$ cat config.mk
export PLATFORM = sky130hd
export DESIGN_NAME = bcd_countdown_timer
export DESIGN_NICKNAME = d
export VERILOG_FILES = /design/src/rtl/bcd_countdown_timer.sv
export SDC_FILE = /design/constraint.sdc
export NUM_CORES = 1
export LEC_CHECK = 0
export CAP_MARGIN = 20
export CORE_MARGIN = 2
export CORE_UTILIZATION = 50
export CTS_CLUSTER_SIZE = 12
export DETAILED_ROUTE_END_ITERATION = 8
export PLACE_DENSITY = 0.75
export SYNTH_ARGS = -nofsm -noshare
export SYNTH_HDL_FRONTEND = slang
export SYNTH_SLANG_ARGS = --single-unit
$ cat constraint.sdc
create_clock -name clk_i -period 5 [get_ports clk_i]
set_clock_uncertainty 0.1 [all_clocks]
set_input_delay 1 -clock clk_i [delete_from_list [all_inputs] [get_ports clk_i]]
set_output_delay 1 -clock clk_i [all_outputs]
set_load 0.01 [all_outputs]
$ cat src/rtl/bcd_countdown_timer.sv
// bcd_countdown_timer: four-digit packed-BCD down-counter with a prescaled tick, load, start/stop and a done pulse.
// Digits 3..0 sit at [15:12]..[3:0]. Every loaded value is clamped so the count never shows a non-BCD digit.
module bcd_countdown_timer #(
    parameter int TICK_DIV = 50_000_000
) (
    input  logic        clk_i,
    input  logic        reset_i,
    input  logic        load_i,
    input  logic [15:0] din_i,
    input  logic        start_i,
    input  logic        stop_i,
    input  logic        dec_i,
    output logic [15:0] count_o,
    output logic        zero_o,
    output logic        running_o,
    output logic        expired_o,
    output logic        done_o
);
    localparam int PW = (TICK_DIV > 2) ? $clog2(TICK_DIV) : 1;
    localparam logic [1:0] S_IDLE = 2'd0;
    localparam logic [1:0] S_RUN  = 2'd1;
    localparam logic [1:0] S_EXP  = 2'd2;
    localparam logic [PW-1:0] PRE_LAST = PW'(TICK_DIV - 1);

    logic [1:0]    state_q, state_d;
    logic [15:0]   count_q, count_d;
    logic [PW-1:0] pre_q, pre_d;
    logic          done_q, done_d;
    logic [15:0]   count_dec;
    logic          idle, run, nonzero, tick;

    function automatic logic [15:0] bcd_clamp(input logic [15:0] v);
        logic [15:0] r;
        for (int i = 0; i < 4; i++) r[4*i +: 4] = (v[4*i +: 4] > 4'd9) ? 4'd9 : v[4*i +: 4];
        return r;
    endfunction

    // Ripple borrow: zero digits become 9 until the first nonzero digit absorbs the borrow.
    function automatic logic [15:0] bcd_dec(input logic [15:0] v);
        logic [15:0] r;
        logic        b;
        r = v;
        b = 1'b1;
        for (int i = 0; i < 4; i++) begin
            if (b) begin
                if (v[4*i +: 4] == 4'd0) r[4*i +: 4] = 4'd9;
                else begin
                    r[4*i +: 4] = v[4*i +: 4] - 4'd1;
                    b = 1'b0;
                end
            end
        end
        return r;
    endfunction

    assign idle      = (state_q == S_IDLE);
    assign run       = (state_q == S_RUN);
    assign nonzero   = (count_q != 16'h0000);
    assign tick      = run && (pre_q == PRE_LAST);
    assign count_dec = bcd_dec(count_q);

    always_comb begin
        state_d = state_q;
        count_d = count_q;
        pre_d   = pre_q;
        done_d  = 1'b0;
        if (load_i) begin
            count_d = bcd_clamp(din_i);
            pre_d   = '0;
            state_d = S_IDLE;
        end else if (stop_i && run) begin
            state_d = S_IDLE;
            pre_d   = '0;
        end else if (start_i && !stop_i && idle && nonzero) begin
            state_d = S_RUN;
            pre_d   = '0;
        end else if (dec_i && idle && nonzero) begin
            count_d = count_dec;
        end else if (run) begin
            pre_d = tick ? '0 : pre_q + PW'(1);
            if (tick) begin
                count_d = count_dec;
                if (count_dec == 16'h0000) begin
                    state_d = S_EXP;
                    done_d  = 1'b1;
                end
            end
        end
    end

    always_ff @(posedge clk_i or posedge reset_i) begin
        if (reset_i) begin
            state_q <= S_IDLE;
            count_q <= 16'h0000;
            pre_q   <= '0;
            done_q  <= 1'b0;
        end else begin
            state_q <= state_d;
            count_q <= count_d;
            pre_q   <= pre_d;
            done_q  <= done_d;
        end
    end

    assign count_o   = count_q;
    assign zero_o    = (count_q == 16'h0000);
    assign running_o = run;
    assign expired_o = (state_q == S_EXP);
    assign done_o    = done_q;
endmodule

==> results of run 1 <==
## stage by stage
stage,cell area [µm²],std cells,utilization [%]
4_1_cts,3383,406,62.20
5_1_grt,3383,406,62.20
6_report,3383,406,62.20
3_3_place_gp,3246,398,59.67
3_5_place_dp,3246,398,59.67
2_1_floorplan,2789,296,-
## kinds of logic after synthesis
| kind of cell | Yosys count | share of synthesized area (%) |
|---|---|---|
| muxes | 6 | 2.198 |
| and+or+nand+nor | 127 | 23.37 |
| AOI/OAI and AO/OA | 66 | 21.13 |
| DFF | 45 | 40.38 |
| buffers and inverters | 23 | 3.678 |
| adders and majority gates | 1 | 0.4486 |
| xor gates and xnor gates | 28 | 8.793 |
## cell usage in the layout (no fill, tap or decap), types with 3 or more instances in the layout
cell	Yosys	final
sky130_fd_sc_hd__nor3b_1	4	4
sky130_fd_sc_hd__a2111oi_4	4	4
sky130_fd_sc_hd__inv_1	8	7
sky130_fd_sc_hd__o21ai_1	6	6
sky130_fd_sc_hd__nor4_1	3	3
sky130_fd_sc_hd__nand4_1	5	5
sky130_fd_sc_hd__or3_1	5	5
sky130_fd_sc_hd__a2111oi_0	11	11
sky130_fd_sc_hd__clkdlybuf4s50_1	0	41
sky130_fd_sc_hd__and4_1	5	5
sky130_fd_sc_hd__nand3_1	9	9
sky130_fd_sc_hd__nand2_1	29	29
sky130_fd_sc_hd__o22ai_1	3	3
sky130_fd_sc_hd__dfrtp_1	45	45
sky130_fd_sc_hd__nor2b_1	4	4
sky130_fd_sc_hd__buf_4	0	3
sky130_fd_sc_hd__nand2b_1	3	3
sky130_fd_sc_hd__mux2i_1	5	5
sky130_fd_sc_hd__a21oi_1	9	9
sky130_fd_sc_hd__o21ai_0	4	4
sky130_fd_sc_hd__nor3_1	5	5
sky130_fd_sc_hd__nor2_2	3	4
sky130_fd_sc_hd__xnor2_1	28	28
sky130_fd_sc_hd__a2111oi_2	3	3
sky130_fd_sc_hd__nand3b_1	4	4
sky130_fd_sc_hd__nor2_1	38	37
sky130_fd_sc_hd__clkbuf_8	0	5
sky130_fd_sc_hd__a211oi_1	8	8
## critical path, delay by kind of cell
family	cells	cell delay [ns]
and+or+nand+nor	4	1.39
AOI/OAI and AO/OA	1	0.57
buffers and inverters	1	0.44
## layout make-up
class	count	area, µm²	area share, %
clock buffer	5	68.82	2.034
clock inverter	3	68.82	2.034
inverter	9	33.78	0.9985
multi-input combinational	228	1563	46.19
sequential	45	1126	33.28
tap	72	90.09	2.663
timing repair buffer	44	432.9	12.80
## power groups by stage
stage	combinational [mW]	sequential, mW	clock (mW)
3_5_place_dp	0.145	0.405	0
6_report	0.145	0.399	0.337
5_1_grt	0.159	0.402	0.359
4_1_cts	0.146	0.398	0.344
3_3_place_gp	0.143	0.405	0
2_1_floorplan	0.0745	0.407	0
## cell usage after synthesis, types with 2 or more instances
cell type	n
sky130_fd_sc_hd__dfrtp_1	45
sky130_fd_sc_hd__o21a_1	2
sky130_fd_sc_hd__nor3_1	5
sky130_fd_sc_hd__o21ai_1	6
sky130_fd_sc_hd__nand2_1	29
sky130_fd_sc_hd__nand4_1	5
sky130_fd_sc_hd__and4_1	5
sky130_fd_sc_hd__a2111oi_4	4
sky130_fd_sc_hd__a2111oi_2	3
sky130_fd_sc_hd__a211oi_1	8
sky130_fd_sc_hd__o22ai_1	3
sky130_fd_sc_hd__nand3_1	9
sky130_fd_sc_hd__nor2_1	38
sky130_fd_sc_hd__a2111oi_0	11
sky130_fd_sc_hd__a221o_1	2
sky130_fd_sc_hd__o21ai_0	4
sky130_fd_sc_hd__nor4b_1	2
sky130_fd_sc_hd__buf_6	2
sky130_fd_sc_hd__nand2b_1	3
sky130_fd_sc_hd__nand3b_1	4
sky130_fd_sc_hd__nor2_2	3
sky130_fd_sc_hd__a21oi_1	9
sky130_fd_sc_hd__xnor2_1	28
sky130_fd_sc_hd__mux2i_1	5
sky130_fd_sc_hd__clkbuf_1	11
sky130_fd_sc_hd__or3_1	5
sky130_fd_sc_hd__nor2b_1	4
sky130_fd_sc_hd__nor4_1	3
sky130_fd_sc_hd__inv_1	8
sky130_fd_sc_hd__a211oi_2	2
sky130_fd_sc_hd__and2_1	2
sky130_fd_sc_hd__nor3b_1	4
sky130_fd_sc_hd__o31a_1	2
sky130_fd_sc_hd__and3_1	2
## metal layers
layer | up-vias | routed length (µm)
li1 | 1160 | -
met1 | 1160 | 2942
met2 | 59 | 3068
met3 | 7 | 303
met4 | 0 | 68
met5 | - | 0
## registers in the layout, summed over array words and instances (netlist names)
signal	cells
pre_q	26
count_o	16
done_o	1
state_q	2
## final timing paths
check | from | to | slack, ns
setup / recovery | stop_i | pre_q[18] | 1.65
hold / removal | pre_q[1] | pre_q[1] | 0.48
setup reg to reg | count_o[3] | pre_q[18] | 2.00
hold reg to reg | pre_q[1] | pre_q[1] | 0.48
max in group asynchronous | reset_i | pre_q[16] | 3.38
min in group asynchronous | reset_i | pre_q[19] | 1.03
==> load_flow_metrics.sql, run 1 <==
INSERT INTO impl_metrics (metric_group, metric, value, unit) VALUES
('setup_path', 'timing.reg2reg.worst_path_depth', '6', ''),
('detailed_routing', 'route.vias.total', '2386', ''),
('job', 'drv.max_cap_violation_count', '0', ''),
('clock_network', 'postCtsHoldBufs', '0', ''),
('grt', 'all_layer_global_routing_usage', '22.35', '%'),
('setup_path', 'critical_path.max_fanout', '23', ''),
('grt', 'gr-usage-met1', '28.13', '%'),
('placed_design', 'gp_routability_congestion', '0.8347', ''),
('detailed_routing', 'drc_errors', '0', ''),
('grt', 'grt.overflow.total', '0', ''),
('placed_design', 'preCtsSetupSlack', '1.337', 'ns'),
('run_status', 'outcome', 'completed', ''),
('synthesis', 'synthTopCellsByArea', 'sky130_fd_sc_hd__dfrtp_1 (40%), sky130_fd_sc_hd__xnor2_1 (8.8%), sky130_fd_sc_hd__nor2_1 (5.1%)', ''),
('synthesis', 'synth_area', '2789', 'µm²'),
('cells_and_area', 'drive_above_1_share', '8.683', '%'),
('timing', 'min_period_over_period', '66.99', '%'),
('detailed_routing', 'detailedRoute.firstIterationViolations', '149', ''),
('detailed_routing', 'routed_via_density', '5.877', ''),
('clock_network', 'post_cts.resized_instances', '0', ''),
('floorplan', 'core_area', '5439', 'µm²'),
('floorplan', 'design.die.area', '6191', 'µm²'),
('cells_and_area', 'area_growth_syn_to_layout', '21.31', '%'),
('setup_path', 'critical-path-max-stage-delay', '0.75', 'ns'),
('synthesis', 'synth_nets', '319', ''),
('timing', 'timing_max_transition_violations_final', '0', ''),
('clock_network', 'cts.root.buffer_cell', 'sky130_fd_sc_hd__clkbuf_8', ''),
('synthesis', 'synthDistinctLibCells', '52', ''),
('cells_and_area', 'num_antenna_cells', '0', ''),
('synthesis', 'postSynthCellCount', '296', ''),
('synthesis', 'synth.yosys.seq_area_share', '40.38', '%'),
('placed_design', 'io_buffers', '41', ''),
('clock_network', 'cts_tree', 'done', ''),
('detailed_routing', 'routed_wl', '6.383', 'mm'),
('clock_network', 'ctsLongestPathBuffers', '2', ''),
('setup_path', 'worst_setup_path_end_kind', 'flip-flop', ''),
('timing', 'final.setup.tns', '0', 'ns'),
('clock_network', 'clock-sinks', '45', ''),
('power_and_ir_drop', 'leakage_power_summed_over_all_cells', '1.170', 'nW'),
('power_and_ir_drop', 'comb_power_share', '16.5', '%'),
('grt', 'groute.layer.met3.usage', '5.057', '%'),
('floorplan', 'initial_utilization', '51.28', '%'),
('timing', 'layout_setup_ws', '1.651', 'ns'),
('floorplan', 'floorplan.die.height', '78.69', 'µm'),
('synthesis', 'flip_flop_and_latch_count_after_synthesis', '45', ''),
('floorplan', 'fp-row-count', '27', ''),
('setup_path', 'cp.required', '5.06', 'ns'),
('grt', 'grt-busiest-layer', 'met2', ''),
('grt', 'grt_antenna_before_repair', '0', ''),
('timing', 'finalCriticalPeriod', '3.349', 'ns'),
('detailed_routing', 'drtAntennaViolNets', '0', ''),
('floorplan', 'die-width', '78.69', 'µm'),
('cells_and_area', 'layout.filler_cells', '470', ''),
('clock_network', 'htree_num_levels', '2', ''),
('synthesis', 'dominantRegCellSynth', 'sky130_fd_sc_hd__dfrtp_1', ''),
('floorplan', 'num_io_pins', '42', ''),
('power_and_ir_drop', 'internal_power_of_the_cells', '0.6472', 'mW'),
('synthesis', 'synth_top_area_cell', 'sky130_fd_sc_hd__dfrtp_1', ''),
('timing', 'hold_viol_final', '0', ''),
('clock_network', 'clkSlewWorstSetupHoldPaths', '0.09', 'ns'),
('synthesis', 'ys.warnings.count', '0', ''),
('synthesis', 'netlist.area_leader.share', '40.38', '%'),
('synthesis', 'synth-edff-count', '0', ''),
('power_and_ir_drop', 'sequential_power_share', '45.3', '%'),
('grt', 'grt_pass1_vias', '2388', ''),
('cells_and_area', 'layout_nets', '356', ''),
('clock_network', 'postCtsSetupBuffers', '0', ''),
('setup_path', 'worst_path_max_delay_cell', 'sky130_fd_sc_hd__nand2b_1', ''),
('placed_design', 'dpl.hpwl', '4.401', 'mm'),
('power_and_ir_drop', 'power_density', '260.5', 'nW/µm²'),
('power_and_ir_drop', 'vdd.ir_drop.worst', '0.1998', 'mV'),
('setup_path', 'worst_endpoint_data_arrival_time', '3.41', 'ns');
No activity file was read; power rests on OpenSTA's default activity.
==> run 2, diff against run 1 <==
--- a/config.mk
+++ b/config.mk
@@ -7,10 +7,10 @@
 export LEC_CHECK = 0
 export CAP_MARGIN = 20
 export CORE_MARGIN = 2
-export CORE_UTILIZATION = 50
+export CORE_UTILIZATION = 49
 export CTS_CLUSTER_SIZE = 12
 export DETAILED_ROUTE_END_ITERATION = 8
-export PLACE_DENSITY = 0.75
+export PLACE_DENSITY = 0.76
 export SYNTH_ARGS = -nofsm -noshare
 export SYNTH_HDL_FRONTEND = slang
 export SYNTH_SLANG_ARGS = --single-unit
==> constraint.sdc (replaced) <==
create_clock -name clk_i -period 2.9 [get_ports clk_i]
set_clock_uncertainty 0.1 [all_clocks]
set_input_delay 0.58 -clock clk_i [delete_from_list [all_inputs] [get_ports clk_i]]
set_output_delay 0.58 -clock clk_i [all_outputs]
set_load 0.01 [all_outputs]
==> load_flow_metrics.sql, run 2 (synthesized netlist as in run 1, its figures left out) <==
INSERT INTO impl_metrics (metric_group, metric, value, unit) VALUES
('clock_network', 'clk-insertion-delay-late', '0.30', 'ns'),
('cells_and_area', 'drive_above_1_share', '11.63', '%'),
('cells_and_area', 'layout_nets', '366', ''),
('hold_path', 'worstHoldPathType', 'reg -> reg', ''),
('floorplan', 'core_area', '5507', 'µm²'),
('floorplan', 'die-width', '79.45', 'µm'),
('timing', 'slew_headroom', '42.71', '%'),
('power_and_ir_drop', 'vdd.ir_drop.worst', '0.2152', 'mV'),
('grt', 'grt.overflow.total', '0', ''),
('detailed_routing', 'routedWlPerCell', '14.94', 'µm'),
('timing', 'timing_max_transition_violations_final', '0', ''),
('power_and_ir_drop', 'p_switching', '0.3842', 'mW'),
('grt', 'all_layer_global_routing_usage', '21.31', '%'),
('placed_design', 'preCtsSetupSlack', '0.1291', 'ns'),
('cells_and_area', 'largest_register_ff_count', '26', ''),
('timing', 'final.setup.tns', '0', 'ns'),
('clock_network', 'cts.root.buffer_cell', 'sky130_fd_sc_hd__clkbuf_8', ''),
('placed_design', 'gp_routability_congestion', '0.8366', ''),
('placed_design', 'io_buffers', '41', ''),
('floorplan', 'num_io_pins', '42', ''),
('detailed_routing', 'detailedRoute.firstIterationViolations', '122', ''),
('floorplan', 'fp-row-count', '27', ''),
('detailed_routing', 'route.vias.total', '2351', ''),
('timing', 'rsz0062_at_grt', 'false', ''),
('cells_and_area', 'registers.top_by_ff_count', 'pre_q', ''),
('power_and_ir_drop', 'internal_power_of_the_cells', '0.9589', 'mW'),
('power_and_ir_drop', 'comb_power_share', '20.5', '%'),
('setup_path', 'critical_path.max_fanout', '5', ''),
('timing', 'worst_margin_pin_slew', '0.8593', 'ns'),
('floorplan', 'floorplan.die.height', '79.45', 'µm'),
('detailed_routing', 'drtAntennaViolNets', '0', ''),
('grt', 'grt_antenna_before_repair', '0', ''),
('setup_path', 'cp.required', '2.22', 'ns'),
('clock_network', 'postCtsHoldBufs', '0', ''),
('timing', 'report.final.setup_viol', '0', ''),
('floorplan', 'design.die.area', '6312', 'µm²'),
('clock_network', 'clock-sinks', '45', ''),
('job', 'drv.max_cap_violation_count', '0', ''),
('cells_and_area', 'num_antenna_cells', '0', ''),
('detailed_routing', 'drc_errors', '0', ''),
('setup_path', 'worst_setup_path_start_kind', 'flip-flop', ''),
('detailed_routing', 'routed_wl', '6.216', 'mm'),
('power_and_ir_drop', 'design_power_total', '1.343', 'mW'),
('setup_path', 'worst_endpoint_data_arrival_time', '2.11', 'ns'),
('clock_network', 'htree_num_levels', '2', ''),
('timing', 'layout_setup_ws', '0.1125', 'ns'),
('setup_path', 'critical_path_class', 'reg -> out', ''),
('cells_and_area', 'final_area', '3466', 'µm²'),
('timing', 'fmaxAchievable', '358.7', 'MHz'),
('detailed_routing', 'routed_via_density', '5.651', ''),
('cells_and_area', 'final_core_util', '62.94', '%'),
('cells_and_area', 'final_common_cell', 'sky130_fd_sc_hd__dfrtp_1', ''),
('power_and_ir_drop', 'leakage_power_summed_over_all_cells', '1.205', 'nW'),
('run_status', 'outcome', 'completed', ''),
('grt', 'grt_pass1_vias', '2315', ''),
('timing', 'holdWs', '0.4470', 'ns'),
('clock_network', 'cts_inserted_buffers', '5', ''),
('placed_design', 'dpl.hpwl', '4.545', 'mm'),
('cells_and_area', 'mostFrequentLayoutCells', 'sky130_fd_sc_hd__dfrtp_1 (45), sky130_fd_sc_hd__clkdlybuf4s50_1 (41), sky130_fd_sc_hd__nor2_1 (37), sky130_fd_sc_hd__nand2_1 (29), sky130_fd_sc_hd__xnor2_1 (28)', ''),
('power_and_ir_drop', 'power_density', '387.5', 'nW/µm²'),
('clock_network', 'cts_tree', 'done', ''),
('power_and_ir_drop', 'sequential_power_share', '51.2', '%'),
('power_and_ir_drop', 'clockPowerShare', '28.3', '%'),
('placed_design', 'dp.cells', '408', ''),
('timing', 'finalCriticalPeriod', '2.788', 'ns'),
('timing', 'min_period_over_period', '96.12', '%'),
('cells_and_area', 'finalNonFillerCells', '416', ''),
('floorplan', 'initial_utilization', '50.65', '%'),
('grt', 'grt_start_max_net_pins', '31', ''),
('setup_path', 'worst_setup_path_end_kind', 'primary output', ''),
('grt', 'wire_length_of_the_first_global_routing_pass', '10.65', 'mm'),
('power_and_ir_drop', 'p_sw_share', '28.61', '%'),
('detailed_routing', 'drtPass1Iterations', '4', ''),
('clock_network', 'ctsLongestPathBuffers', '2', ''),
('timing', 'hold_viol_final', '0', ''),
('cells_and_area', 'area_growth_syn_to_layout', '24.27', '%'),
('placed_design', 'standard_cell_area_after_detailed_placement', '3358', 'µm²'),
('clock_network', 'clkSlewWorstSetupHoldPaths', '0.08', 'ns');
-- run 2: layout make-up --
| cell class | instances | area [µm²] |
|---|---|---|
| repair buffers | 54 | 545.5 |
| clock inverters | 1 | 7.507 |
| fillers | 480 | 2041 |
| well taps | 72 | 90.09 |
| flip-flops and latches | 45 | 1126 |
| inverters | 9 | 33.78 |
| clock buffers | 7 | 76.32 |
| multi-input cells | 228 | 1587 |
-- run 2: power by group through the flow --
stage	Sequential (mW)	Combinational, mW	Clock, mW
after floorplan	0.701	0.128	0
after global placement	0.698	0.269	0
after detailed placement	0.698	0.272	0
after CTS	0.686	0.274	0.389
after global routing	0.692	0.302	0.412
final	0.687	0.276	0.380
-- run 2: critical path, stage by stage, from the launching register on --
cell                              delay (ns)
sky130_fd_sc_hd__dfrtp_1                0.44
sky130_fd_sc_hd__nor4_1                 0.46
sky130_fd_sc_hd__nand2_1                0.19
sky130_fd_sc_hd__nor2_1                 0.17
sky130_fd_sc_hd__clkdlybuf4s50_1        0.56
-- run 2: routing by layer --
metal	vias up	global-route usage, %	routed length [µm]
li1	1177	-	-
met1	1115	29.71	2993
met2	57	34.20	2931
met3	2	3.846	263
met4	0	5.690	27
met5	-	0	0
-- run 2: timing repair --
| action | 4_1_cts | 5_1_grt |
|---|---|---|
| endpoints found under the setup margin | 0 | 4 |
| resized for setup | 0 | 5 |
| setup buffers | 0 | 0 |
-- run 2: worst paths after layout --
| check | slack, ns | start | end | depth (start not counted) |
|---|---|---|---|---|
| worst min register to register | 0.45 | pre_q[1] | pre_q[1] | 2 |
| worst max register to register | 0.27 | pre_q[3] | pre_q[20] | 6 |
| min in group asynchronous | 0.48 | reset_i | pre_q[12] | 2 |
| worst min-delay path | 0.45 | pre_q[1] | pre_q[1] | 2 |
| worst max-delay path | 0.11 | count_o[11] | zero_o | 4 |
| max in group asynchronous | 1.70 | reset_i | count_o[5] | 3 |
==> run 3, diff against run 2 <==
--- a/config.mk
+++ b/config.mk
@@ -10,6 +10,7 @@
 export CORE_UTILIZATION = 49
 export CTS_CLUSTER_SIZE = 12
 export DETAILED_ROUTE_END_ITERATION = 8
+export MAX_ROUTING_LAYER = met4
 export PLACE_DENSITY = 0.76
 export SYNTH_ARGS = -nofsm -noshare
 export SYNTH_HDL_FRONTEND = slang
==> load_flow_metrics.sql, run 3 (synthesized netlist as in run 1, its figures left out) <==
INSERT INTO impl_metrics (metric_group, metric, value, unit) VALUES
('detailed_routing', 'met2RoutedLength', '2.937', 'mm'),
('cells_and_area', 'final_core_util', '62.94', '%'),
('setup_path', 'critical_path.max_fanout', '5', ''),
('setup_path', 'critical_path_class', 'reg -> out', ''),
('clock_network', 'ctsLongestPathBuffers', '2', ''),
('power_and_ir_drop', 'internal_power_of_the_cells', '0.9588', 'mW'),
('timing', 'layout_setup_ws', '0.1201', 'ns'),
('floorplan', 'design.die.area', '6312', 'µm²'),
('detailed_routing', 'routedWlPerCell', '14.97', 'µm'),
('grt', 'grt.overflow.total', '0', ''),
('grt', 'grt_pass1_vias', '2314', ''),
('floorplan', 'die-width', '79.45', 'µm'),
('cells_and_area', 'final_common_cell', 'sky130_fd_sc_hd__dfrtp_1', ''),
('cells_and_area', 'registers.top_by_ff_count', 'pre_q', ''),
('cells_and_area', 'drive_above_1_share', '11.63', '%'),
('detailed_routing', 'routedLengthMet1', '2.962', 'mm'),
('power_and_ir_drop', 'clockPowerShare', '28.4', '%'),
('timing', 'min_period_over_period', '95.86', '%'),
('power_and_ir_drop', 'leakage_power_summed_over_all_cells', '1.205', 'nW'),
('grt', 'grt_antenna_before_repair', '0', ''),
('cells_and_area', 'layout_nets', '366', ''),
('timing', 'holdWs', '0.4462', 'ns'),
('power_and_ir_drop', 'vdd.ir_drop.worst', '0.2149', 'mV'),
('timing', 'fmaxAchievable', '359.7', 'MHz'),
('grt', 'wire_length_of_the_first_global_routing_pass', '10.65', 'mm'),
('detailed_routing', 'route.vias.total', '2357', ''),
('timing', 'report.final.setup_viol', '0', ''),
('timing', 'rsz0062_at_grt', 'false', ''),
('timing', 'hold_viol_final', '0', ''),
('floorplan', 'initial_utilization', '50.65', '%'),
('timing', 'finalCriticalPeriod', '2.780', 'ns'),
('power_and_ir_drop', 'design_power_total', '1.343', 'mW'),
('detailed_routing', 'drtAntennaViolNets', '0', ''),
('cells_and_area', 'area_growth_syn_to_layout', '24.27', '%'),
('run_status', 'outcome', 'completed', ''),
('detailed_routing', 'detailedRoute.firstIterationViolations', '168', ''),
('grt', 'all_layer_global_routing_usage', '21.89', '%'),
('floorplan', 'floorplan.die.height', '79.45', 'µm'),
('timing', 'worst_margin_pin_slew', '0.8810', 'ns'),
('power_and_ir_drop', 'p_sw_share', '28.62', '%'),
('detailed_routing', 'drc_errors', '0', ''),
('detailed_routing', 'routed.top_layer', 'met4', ''),
('power_and_ir_drop', 'p_switching', '0.3845', 'mW'),
('floorplan', 'fp-row-count', '27', ''),
('clock_network', 'htree_num_levels', '2', ''),
('cells_and_area', 'layout.filler_cells', '480', ''),
('power_and_ir_drop', 'comb_power_share', '20.5', '%'),
('clock_network', 'cts_tree', 'done', ''),
('floorplan', 'num_io_pins', '42', ''),
('detailed_routing', 'drtPass1Iterations', '4', ''),
('power_and_ir_drop', 'power_density', '387.6', 'nW/µm²'),
('clock_network', 'cts_inserted_buffers', '5', ''),
('placed_design', 'io_buffers', '41', ''),
('hold_path', 'worstHoldPathType', 'reg -> reg', ''),
('timing', 'slew_headroom', '41.27', '%'),
('timing', 'timing_max_transition_violations_final', '0', ''),
('grt', 'grt_start_max_net_pins', '31', ''),
('floorplan', 'core_area', '5507', 'µm²'),
('placed_design', 'dp.cells', '408', ''),
('detailed_routing', 'routed_via_density', '5.666', ''),
('timing', 'final.setup.tns', '0', 'ns'),
('cells_and_area', 'mostFrequentLayoutCells', 'sky130_fd_sc_hd__dfrtp_1 (45), sky130_fd_sc_hd__clkdlybuf4s50_1 (41), sky130_fd_sc_hd__nor2_1 (37), sky130_fd_sc_hd__nand2_1 (29), sky130_fd_sc_hd__xnor2_1 (28)', ''),
('detailed_routing', 'routed_wl', '6.227', 'mm'),
('job', 'drv.max_cap_violation_count', '0', ''),
('cells_and_area', 'finalNonFillerCells', '416', ''),
('placed_design', 'dpl.hpwl', '4.545', 'mm'),
('power_and_ir_drop', 'sequential_power_share', '51.1', '%'),
('cells_and_area', 'final_area', '3466', 'µm²'),
('cells_and_area', 'num_antenna_cells', '0', ''),
('setup_path', 'cp.required', '2.22', 'ns'),
('clock_network', 'cts.root.buffer_cell', 'sky130_fd_sc_hd__clkbuf_8', ''),
('setup_path', 'worst_setup_path_end_kind', 'primary output', ''),
('clock_network', 'clock-sinks', '45', ''),
('clock_network', 'clkSlewWorstSetupHoldPaths', '0.08', 'ns'),
('clock_network', 'clk-insertion-delay-late', '0.30', 'ns'),
('detailed_routing', 'met3WireLength', '270', 'µm'),
('placed_design', 'preCtsSetupSlack', '0.1291', 'ns'),
('clock_network', 'postCtsHoldBufs', '0', ''),
('placed_design', 'gp_routability_congestion', '0.8495', ''),
('setup_path', 'worst_endpoint_data_arrival_time', '2.10', 'ns'),
('setup_path', 'worst_setup_path_start_kind', 'flip-flop', ''),
('cells_and_area', 'largest_register_ff_count', '26', ''),
('placed_design', 'standard_cell_area_after_detailed_placement', '3358', 'µm²');
run 3: cell counts in the layout (fill, tap and decap cells not counted):
Identical to the previous run, type by type.
run 3: layout make-up:
cell class | instances | area, µm² | area share, %
multi-input cells | 228 | 1587 | 45.78
flip-flops and latches | 45 | 1126 | 32.49
repair buffers | 54 | 545.5 | 15.74
well taps | 72 | 90.09 | 2.599
clock buffers | 7 | 76.32 | 2.202
inverters | 9 | 33.78 | 0.9747
clock inverters | 1 | 7.507 | 0.2166
run 3: worst paths after layout:
path                             start         end  slack (ns)  depth (start not counted)
setup reg to reg              pre_q[3]   pre_q[20]        0.28                          6
hold / removal                pre_q[1]    pre_q[1]        0.45                          2
min in group asynchronous      reset_i   pre_q[12]        0.48                          2
max in group asynchronous      reset_i  count_o[5]        1.71                          3
setup / recovery           count_o[11]      zero_o        0.12                          4
hold reg to reg               pre_q[1]    pre_q[1]        0.45                          2
run 3: power by group through the flow:
stage	clock, mW	sequential, mW	combinational, mW
floorplan	0	0.701	0.128
global placement	0	0.698	0.269
detailed placement	0	0.698	0.272
CTS	0.389	0.686	0.274
global route	0.412	0.692	0.302
finish	0.381	0.687	0.276
run 3: timing repair:
item                                    in CTS  in global routing
resized for setup                            0                  5
endpoints found under the setup margin       0                  4
buffers inserted                             0                  0
run 3: critical path, cell delays in order (launching register included):
cell and delay [ns]:
sky130_fd_sc_hd__dfrtp_1 0.44, sky130_fd_sc_hd__nor4_1 0.46, sky130_fd_sc_hd__nand2_1 0.19, sky130_fd_sc_hd__nor2_1 0.16
sky130_fd_sc_hd__clkdlybuf4s50_1 0.55
run 3: layer usage:
metal	up-vias	GRT usage (%)
met5	-	-
met2	58	34.12
met4	0	5.690
li1	1177	-
met3	5	3.733
met1	1117	29.85
